===== config.mk =====
export PLATFORM = sky130hd
export DESIGN_NAME = logic_unit_pipe
export DESIGN_NICKNAME = d
export VERILOG_FILES = /design/src/rtl/logic_unit_pipe.sv
export SDC_FILE = /design/constraint.sdc
export NUM_CORES = 1
export LEC_CHECK = 0
export ABC_AREA = 0
export CAP_MARGIN = 15
export CORE_MARGIN = 2
export CORE_UTILIZATION = 57
export DETAILED_ROUTE_END_ITERATION = 7
export HOLD_SLACK_MARGIN = 0.12
export PLACE_DENSITY = 0.86
export SLEW_MARGIN = 20
export SYNTH_ARGS = -nofsm -noshare
export SYNTH_HDL_FRONTEND = slang
export SYNTH_SLANG_ARGS = --single-unit

===== constraint.sdc =====
create_clock -name clk -period 3.2 [get_ports clk]
set_input_delay 0.48 -clock clk [delete_from_list [all_inputs] [get_ports clk]]
set_output_delay 0.48 -clock clk [all_outputs]
set_load 0.01 [all_outputs]

===== src/rtl/logic_unit_pipe.sv =====
// rtl/logic_unit_pipe.sv - two-stage valid/ready pipelined bitwise logic unit
//
// Purpose: applies one of seven bitwise operations (op 7 flags an error) to
// two WIDTH-bit operands. S1 captures the operands and S2 registers the
// result and its flags. Both stages stall under backpressure, so the unit
// holds at most two transactions.
//
// Ports:
//   clk, rst_n          clock, asynchronous active-low reset
//   in_valid/in_ready   input handshake for a, b, op
//   a, b, op            operands and opcode (0 AND,1 OR,2 NOT a,3 NAND,
//                       4 NOR,5 XOR,6 XNOR,7 illegal)
//   out_valid/out_ready output handshake for y and flags
//   y, y_zero, y_parity result, result==0, XOR-reduction of result
//   y_err               result came from op 7
//   acc_count           saturating count of accepted inputs
module logic_unit_pipe #(
  parameter int WIDTH = 8,
  parameter int CNT_W = 16
) (
  input  logic             clk,
  input  logic             rst_n,
  input  logic             in_valid,
  output logic             in_ready,
  input  logic [WIDTH-1:0] a,
  input  logic [WIDTH-1:0] b,
  input  logic [2:0]       op,
  output logic             out_valid,
  input  logic             out_ready,
  output logic [WIDTH-1:0] y,
  output logic             y_zero,
  output logic             y_parity,
  output logic             y_err,
  output logic [CNT_W-1:0] acc_count
);

  localparam logic [2:0] OP_AND  = 3'd0;
  localparam logic [2:0] OP_OR   = 3'd1;
  localparam logic [2:0] OP_NOT  = 3'd2;
  localparam logic [2:0] OP_NAND = 3'd3;
  localparam logic [2:0] OP_NOR  = 3'd4;
  localparam logic [2:0] OP_XOR  = 3'd5;
  localparam logic [2:0] OP_XNOR = 3'd6;

  logic             s1_valid_q, s1_valid_d;
  logic [WIDTH-1:0] s1_a_q, s1_a_d;
  logic [WIDTH-1:0] s1_b_q, s1_b_d;
  logic [2:0]       s1_op_q, s1_op_d;

  logic             out_valid_q, out_valid_d;
  logic [WIDTH-1:0] y_q, y_d;
  logic             y_zero_q, y_zero_d;
  logic             y_parity_q, y_parity_d;
  logic             y_err_q, y_err_d;
  logic [CNT_W-1:0] acc_q, acc_d;

  logic             s2_load;
  logic             in_fire;
  logic [WIDTH-1:0] res;
  logic             res_err;

  // S2 is free when empty or its result leaves this cycle; S1 can take a new
  // input when empty or when its content moves into S2. This is the only
  // combinational path from an input (out_ready) to an output (in_ready).
  assign s2_load  = !out_valid_q || out_ready;
  assign in_ready = !s1_valid_q || s2_load;
  assign in_fire  = in_valid && in_ready;

  always_comb begin
    res     = '0;
    res_err = 1'b0;
    case (s1_op_q)
      OP_AND:  res = s1_a_q & s1_b_q;
      OP_OR:   res = s1_a_q | s1_b_q;
      OP_NOT:  res = ~s1_a_q;
      OP_NAND: res = ~(s1_a_q & s1_b_q);
      OP_NOR:  res = ~(s1_a_q | s1_b_q);
      OP_XOR:  res = s1_a_q ^ s1_b_q;
      OP_XNOR: res = ~(s1_a_q ^ s1_b_q);
      default: res_err = 1'b1;
    endcase
  end

  always_comb begin
    s1_valid_d = s1_valid_q;
    s1_a_d     = s1_a_q;
    s1_b_d     = s1_b_q;
    s1_op_d    = s1_op_q;
    // When in_ready is high S1 is either empty or draining into S2, so its
    // valid bit simply follows in_valid.
    if (in_ready) begin
      s1_valid_d = in_valid;
      if (in_valid) begin
        s1_a_d  = a;
        s1_b_d  = b;
        s1_op_d = op;
      end
    end
  end

  always_comb begin
    out_valid_d = out_valid_q;
    y_d         = y_q;
    y_zero_d    = y_zero_q;
    y_parity_d  = y_parity_q;
    y_err_d     = y_err_q;
    if (s2_load) begin
      out_valid_d = s1_valid_q;
      if (s1_valid_q) begin
        y_d        = res;
        y_zero_d   = ~|res;
        y_parity_d = ^res;
        y_err_d    = res_err;
      end
    end
  end

  always_comb begin
    acc_d = acc_q;
    if (in_fire && (acc_q != {CNT_W{1'b1}})) begin
      acc_d = acc_q + CNT_W'(1);
    end
  end

  always_ff @(posedge clk or negedge rst_n) begin
    if (!rst_n) begin
      s1_valid_q  <= 1'b0;
      s1_a_q      <= '0;
      s1_b_q      <= '0;
      s1_op_q     <= '0;
      out_valid_q <= 1'b0;
      y_q         <= '0;
      y_zero_q    <= 1'b0;
      y_parity_q  <= 1'b0;
      y_err_q     <= 1'b0;
      acc_q       <= '0;
    end else begin
      s1_valid_q  <= s1_valid_d;
      s1_a_q      <= s1_a_d;
      s1_b_q      <= s1_b_d;
      s1_op_q     <= s1_op_d;
      out_valid_q <= out_valid_d;
      y_q         <= y_d;
      y_zero_q    <= y_zero_d;
      y_parity_q  <= y_parity_d;
      y_err_q     <= y_err_d;
      acc_q       <= acc_d;
    end
  end

  assign out_valid = out_valid_q;
  assign y         = y_q;
  assign y_zero    = y_zero_q;
  assign y_parity  = y_parity_q;
  assign y_err     = y_err_q;
  assign acc_count = acc_q;

endmodule


==> summary.txt, run 1 <==
Power and ir drop
  – PwrDens: 591.3 nW/um^2
  – Peak VDD IR: 0.3533 mV
  – Leakage: 0.001552 uW

Layout
  – Fillers: 346
  – Commonest non-fill, non-tap cells in the layout: clkdlybuf4s50_1, dfrtp_1, inv_1, ha_1, mux2_2
  – Final #Nets: 366
  – Area grow syn2layout: 22.68%
  – Seq. cell area: 1201 sq um
  – Multi-input logic area: 1548 sq um
  – Commonest non-fill, non-tap cell in the layout: clkdlybuf4s50_1
  – Share of cells above drive strength 1: 14.02%
  – Antenna Diode Count: 0

Yosys
  – Synth area leaders: dfrtp_1, ha_1, mux2_2
  – Yosys warns: 0
  – Distinct cells, synth: 52
  – Share of the synthesized area in the top cell type: 41.70%
  – Cells after synthesis: 272
  – Top cell type by total area after synthesis: dfrtp_1
  – FF+latch count, synth: 48
  – Ys flop type: dfrtp_1
  – Mean area per synthesized cell: 10.59 sq um
  – EDFF count, synth: 0
  – Ys async rst share: 100.0%
  – Mapped Nets: 316
  – Seq/Total Area, Yosys: 41.70%
  – Post-synthesis cell area: 2880 sq um

Clock network
  – Max Buffers Root-to-Sink: 2
  – Clock Root Buffer: clkbuf_8
  – Post-CTS sizing: 0
  – Clk_lat worst skew: 0.30 ns
  – CTS tree: built
  – CTS sink count: 48
  – TritonCTS Buffers: 5
  – H-Tree Depth: 2
  – Buffers inserted by post-CTS timing repair: 0
  – CTS clk-pin slew, worst paths: 0.08 ns
  – CTS hold repair buffers: 0

STA
  – Worst-Margin Slew: 1.042 ns
  – Fin. max-slew vios: 0
  – Rel. slew slack: 30.55%
  – TNS Setup: 0 ns
  – Final Hold Fails: 0
  – Clock period minus worst slack: 2.718 ns
  – # setup viols final: 0
  – RSZ-0062 raised after global routing: no
  – Skew final: 0.004994 ns
  – Tcrit/Tclk final: 84.93%
  – Fin worst setup slack: 0.4823 ns
  – Fmax: 0.3680 GHz

Detailed routing
  – Vias: 2184
  – Wire length per cell: 15.11 um
  – Post-DR vias/cell: 5.629
  – DRC errors left: 0
  – Routed WL: 5864 um
  – DRT Pass-1 Iters: 4
  – ANT nets after route: 0
  – DR iter-0 viols: 126

Placement
  – Pre-CTS setup slack: 0.5378 ns
  – GPL Wtd Cong: 0.9117
  – Port bufs: 51
  – Post-DP HPWL: 4224 um

Global route
  – First-pass GRT wire length: 9749 um
  – Busiest grt layer: met2
  – Largest net degree at the start of global routing: 49
  – GR Util All Layers: 22.66%
  – Met2 Resource Use GR: 36.06%
  – Met1 usage: 31.95%
  – M3 GR Usage: 4.150%
  – Vias in the first global route: 2050
  – Total grt overflow: 0
  – Initial antenna violation count: 0

Critical path
  – R2r worst-path depth: 7
  – Reg2reg setup slack: 0.48 ns
  – Data required, critical path: 3.37 ns
  – Critical-path top delay cell: dfrtp_1
  – Crit-path most repeated cell: xnor2_1
  – Crit-path cells: mux2i_1 -> a32o_1 -> a211oi_1 -> ha_1 -> xnor2_1 -> xnor2_1 -> o21ai_0
  – R2R Path End: y_parity
  – Worst Path Arrival: 2.89 ns
  – Reg2Reg Launch Point: s1_op_q[2]
  – CP Class: reg2reg
  – Worst Setup Start Kind: register
  – Crit end category: register
  – Crit-path max FO: 34
  – Largest stage delay on the critical path: 1.04 ns

Run status
  – Result of the run: completed

Die
  – Row count: 25
  – Die Area: 5638 sq um
  – IO Count: 52
  – Initial Utilization: 60.18%
  – Core area: 4786 sq um
  – Die width: 75.09 um
  – Die H: 75.09 um

Flow run
  – Max-cap violation count: 0

Min path
  – Hold WC Path Type: in2async
synthesized netlist by cell type, types with 2 or more instances:
cell type / instances
a211oi_1: 4
a21oi_1: 6
a31oi_1: 3
a32o_1: 4
a32oi_1: 3
and4_2: 2
buf_2: 6
buf_4: 2
clkbuf_1: 2
dfrtp_1: 48
ha_1: 21
inv_1: 21
mux2_2: 20
mux2i_1: 9
nand2_1: 18
nand2b_1: 11
nand3_1: 4
nand4_1: 7
nor2_1: 8
nor2b_1: 5
nor3_1: 5
nor4_1: 2
o211a_1: 2
o21ai_0: 16
o221a_2: 2
o32ai_1: 2
or2_2: 2
xnor2_1: 9
xor2_1: 5
sequential cells by signal, summed over array words and instances, names as in the netlist:
signal	count
acc_count	16
out_valid	1
s1_a_q	8
s1_b_q	8
s1_op_q	3
s1_valid_q	1
y	8
y_err	1
y_parity	1
y_zero	1
critical path, delay by kind of cell (launching register included):
family | cells | cell delay (ns)
fa+ha+maj | 1 | 0.32
flops | 1 | 1.04
compound gates | 3 | 0.70
xor+xnor | 2 | 0.32
mux | 1 | 0.21
stage by stage:
stage	utilization, %	hold WS (ns)	area, sq um	cells	total power (uW)
detailed placement	71.71	0.4704	3432	382	1680
global route	73.83	0.2358	3533	388	2219
global placement	71.71	0.4630	3432	382	1642
CTS	73.78	0.4127	3531	388	2099
finish	73.83	0.1789	3533	388	2089
floorplan	-	0.1844	2880	272	1352
worst max-delay path by stage:
| stage | from | endpoint | slack, ns | cells after the start |
|---|---|---|---|---|
| finish | s1_op_q[2] | y_parity | 0.48 | 7 |
| global route | s1_op_q[2] | y_parity | 0.32 | 7 |
| CTS | s1_op_q[2] | y_parity | 0.52 | 7 |
| detailed placement | s1_op_q[2] | y_parity | 0.54 | 7 |
| global placement | s1_op_q[2] | y_parity | 0.66 | 7 |
| floorplan | s1_a_q[1] | y_parity | 1.13 | 9 |
report_power, final:
part,leakage (uW),internal [uW],switching [uW]
combinational,0.000913,447,356
sequential,0.000589,726,144
clock,0.0000501,224,192
total,0.00155,1400,692
area by class of cell:
cell class / count / area share (%)
multi-input cells: 193 / 43.80
flip-flops and latches: 48 / 33.99
repair buffers: 53 / 14.80
well taps: 67 / 2.373
inverters: 21 / 2.231
clock buffers: 5 / 1.948
clock inverters: 1 / 0.8499
cells by family after synthesis:
group	after synthesis	share of synthesized area, %
compound gates	51	13.42
xor+xnor	14	4.257
mux	30	11.47
fa+ha+maj	21	9.122
buf+inv	31	4.561
flops	48	41.70
simple gates	77	15.47
per-layer routing:
metal / vias up / routed length (um)
li1: 1073 / -
met1: 1057 / 2751
met2: 45 / 2806
met3: 9 / 230
met4: 0 / 76
met5: - / 0
(Power assumes the default switching activity.)
==> run 2, diff against run 1 <==
--- a/config.mk
+++ b/config.mk
@@ -8,10 +8,10 @@
 export ABC_AREA = 0
 export CAP_MARGIN = 15
 export CORE_MARGIN = 2
-export CORE_UTILIZATION = 57
+export CORE_UTILIZATION = 53
 export DETAILED_ROUTE_END_ITERATION = 7
 export HOLD_SLACK_MARGIN = 0.12
-export PLACE_DENSITY = 0.86
+export PLACE_DENSITY = 0.8
 export SLEW_MARGIN = 20
 export SYNTH_ARGS = -nofsm -noshare
 export SYNTH_HDL_FRONTEND = slang
==> constraint.sdc (replaced) <==
create_clock -name clk -period 2.84 [get_ports clk]
set_input_delay 0.426 -clock clk [delete_from_list [all_inputs] [get_ports clk]]
set_output_delay 0.426 -clock clk [all_outputs]
set_load 0.01 [all_outputs]
==> run 2 against run 1 <==
  * First-iteration DRC count rose by 4.0%
  * Routed wire length fell by 6.9%
  * Worst hold slack got worse by 0.068 ns
  * Final area did not move
  * Clock power fell by 1%
  * Worst setup slack got worse by 0.098 ns
  * Critical path type unchanged
==> summary.txt, run 2 (same netlist as run 1, synthesis figures left out) <==
STA
  – RSZ-0062 raised after global routing: no
  – Final Hold Fails: 0
  – Fmax: 0.4072 GHz
  – Clock period minus worst slack: 2.456 ns
  – Worst-Margin Slew: 0.6676 ns
  – Fin. max-slew vios: 0
  – Tcrit/Tclk final: 86.48%
  – # setup viols final: 0
  – TNS Setup: 0 ns
  – Rel. slew slack: 55.08%
  – Skew final: 0.004646 ns

Placement
  – Post-DP HPWL: 4070 um
  – GPL Wtd Cong: 0.8831
  – Cell Area, Placed: 3443 sq um
  – # placed instances: 386
  – Port bufs: 51

Detailed routing
  – Routed WL: 5457 um
  – Vias: 2161
  – DRC errors left: 0
  – Wire length per cell: 13.85 um
  – DRT Pass-1 Iters: 4
  – Post-DR vias/cell: 5.485
  – ANT nets after route: 0
  – DR iter-0 viols: 131

Clock network
  – Post-CTS sizing: 0
  – CTS hold repair buffers: 0
  – Clock Root Buffer: clkbuf_8
  – TritonCTS Buffers: 5
  – CTS tree: built
  – Max Buffers Root-to-Sink: 2
  – CTS sink count: 48
  – CTS clk-pin slew, worst paths: 0.09 ns
  – H-Tree Depth: 2
  – Clk_lat worst skew: 0.31 ns
  – Buffers inserted by post-CTS timing repair: 0

Power and ir drop
  – Leakage: 0.001554 uW
  – PwrDens: 645.5 nW/um^2
  – Total power: 2281 uW
  – Peak VDD IR: 0.2834 mV

Layout
  – Post-Layout Cell Count: 394
  – Commonest non-fill, non-tap cells in the layout: clkdlybuf4s50_1, dfrtp_1, inv_1, ha_1, mux2_2
  – Multi-input logic area: 1548 sq um
  – Share of cells above drive strength 1: 14.81%
  – Area grow syn2layout: 22.68%
  – Max reg flops: 16
  – Antenna Diode Count: 0
  – Final #Nets: 367
  – Final instance area: 3533 sq um
  – Fillers: 406
  – Commonest non-fill, non-tap cell in the layout: clkdlybuf4s50_1
  – Seq. cell area: 1201 sq um

Critical path
  – Data required, critical path: 3.02 ns
  – Worst Path Arrival: 2.64 ns
  – Launch point of the critical path: s1_op_q[0]
  – Worst Setup EP: y_parity
  – Reg2Reg Launch Point: s1_op_q[0]
  – R2r worst-path depth: 7
  – Reg2reg setup slack: 0.38 ns
  – CP Class: reg2reg
  – Worst Setup Start Kind: register
  – Crit-path max FO: 20
  – R2R Path End: y_parity
  – Crit end category: register

Flow run
  – Max-cap violation count: 0

Die
  – Core area: 5172 sq um
  – Initial Utilization: 55.68%
  – IO Count: 52
  – Row count: 26
  – Die Area: 6040 sq um
  – Die H: 77.72 um
  – Die width: 77.72 um

Global route
  – First-pass GRT wire length: 9501 um
  – Total grt overflow: 0
  – Largest net degree at the start of global routing: 49
  – Initial antenna violation count: 0
  – GR Util All Layers: 19.59%
  – Vias in the first global route: 2039

Min path
  – Hold WC Path Type: in2async

Run status
  – Result of the run: completed
==> run 2: routing by layer <==
metal	track usage (%)	wire length (um)	part of all wire (%)
met1	27.47	2669	49
met2	30.78	2534	46
met3	2.442	177	3.2
met4	8.036	76	1.4
met5	0	0	0
==> run 2: worst min path at each step <==
stage / startpoint / endpoint / slack [ns] / depth (start not counted)
floorplan: rst_n / acc_count[0] / 0.13 / 0
global placement: y[4] / y[4] / 0.46 / 2
detailed placement: y_zero / y_zero / 0.47 / 2
CTS: rst_n / s1_b_q[2] / 0.35 / 1
global route: rst_n / s1_b_q[2] / 0.17 / 1
finish: rst_n / s1_b_q[6] / 0.11 / 1
==> run 2: cell type report <==
| cell class | count | share of cell area (%) |
|---|---|---|
| Inverter | 21 | 2.231 |
| Tap cell | 70 | 2.479 |
| Multi-Input combinational cell | 193 | 43.80 |
| Timing Repair Buffer | 54 | 15.01 |
| Clock buffer | 5 | 1.948 |
| Sequential cell | 48 | 33.99 |
| Clock inverter | 3 | 0.5312 |
==> run 2: stage by stage <==
step / setup WS, ns / util, % / hold WS [ns]
3_3_place_gp: 0.5766 / 66.57 / 0.4628
2_1_floorplan: 0.7722 / - / 0.1304
6_report: 0.3839 / 68.31 / 0.1113
5_1_grt: 0.2176 / 68.31 / 0.1669
4_1_cts: 0.3859 / 68.26 / 0.3458
3_5_place_dp: 0.4088 / 66.57 / 0.4691
==> run 2: where the power goes <==
part | total [uW] | switching (uW) | internal, uW
combinational | 911 | 408 | 503
sequential | 958 | 139 | 819
clock | 412 | 240 | 172
==> run 2: worst max-delay path: stages, from the launching register on <==
cell	delay (ns)
dfrtp_1	0.70
and2b_1	0.31
a32o_1	0.23
a211oi_1	0.35
ha_1	0.32
xnor2_1	0.19
xnor2_1	0.14
o21ai_0	0.09
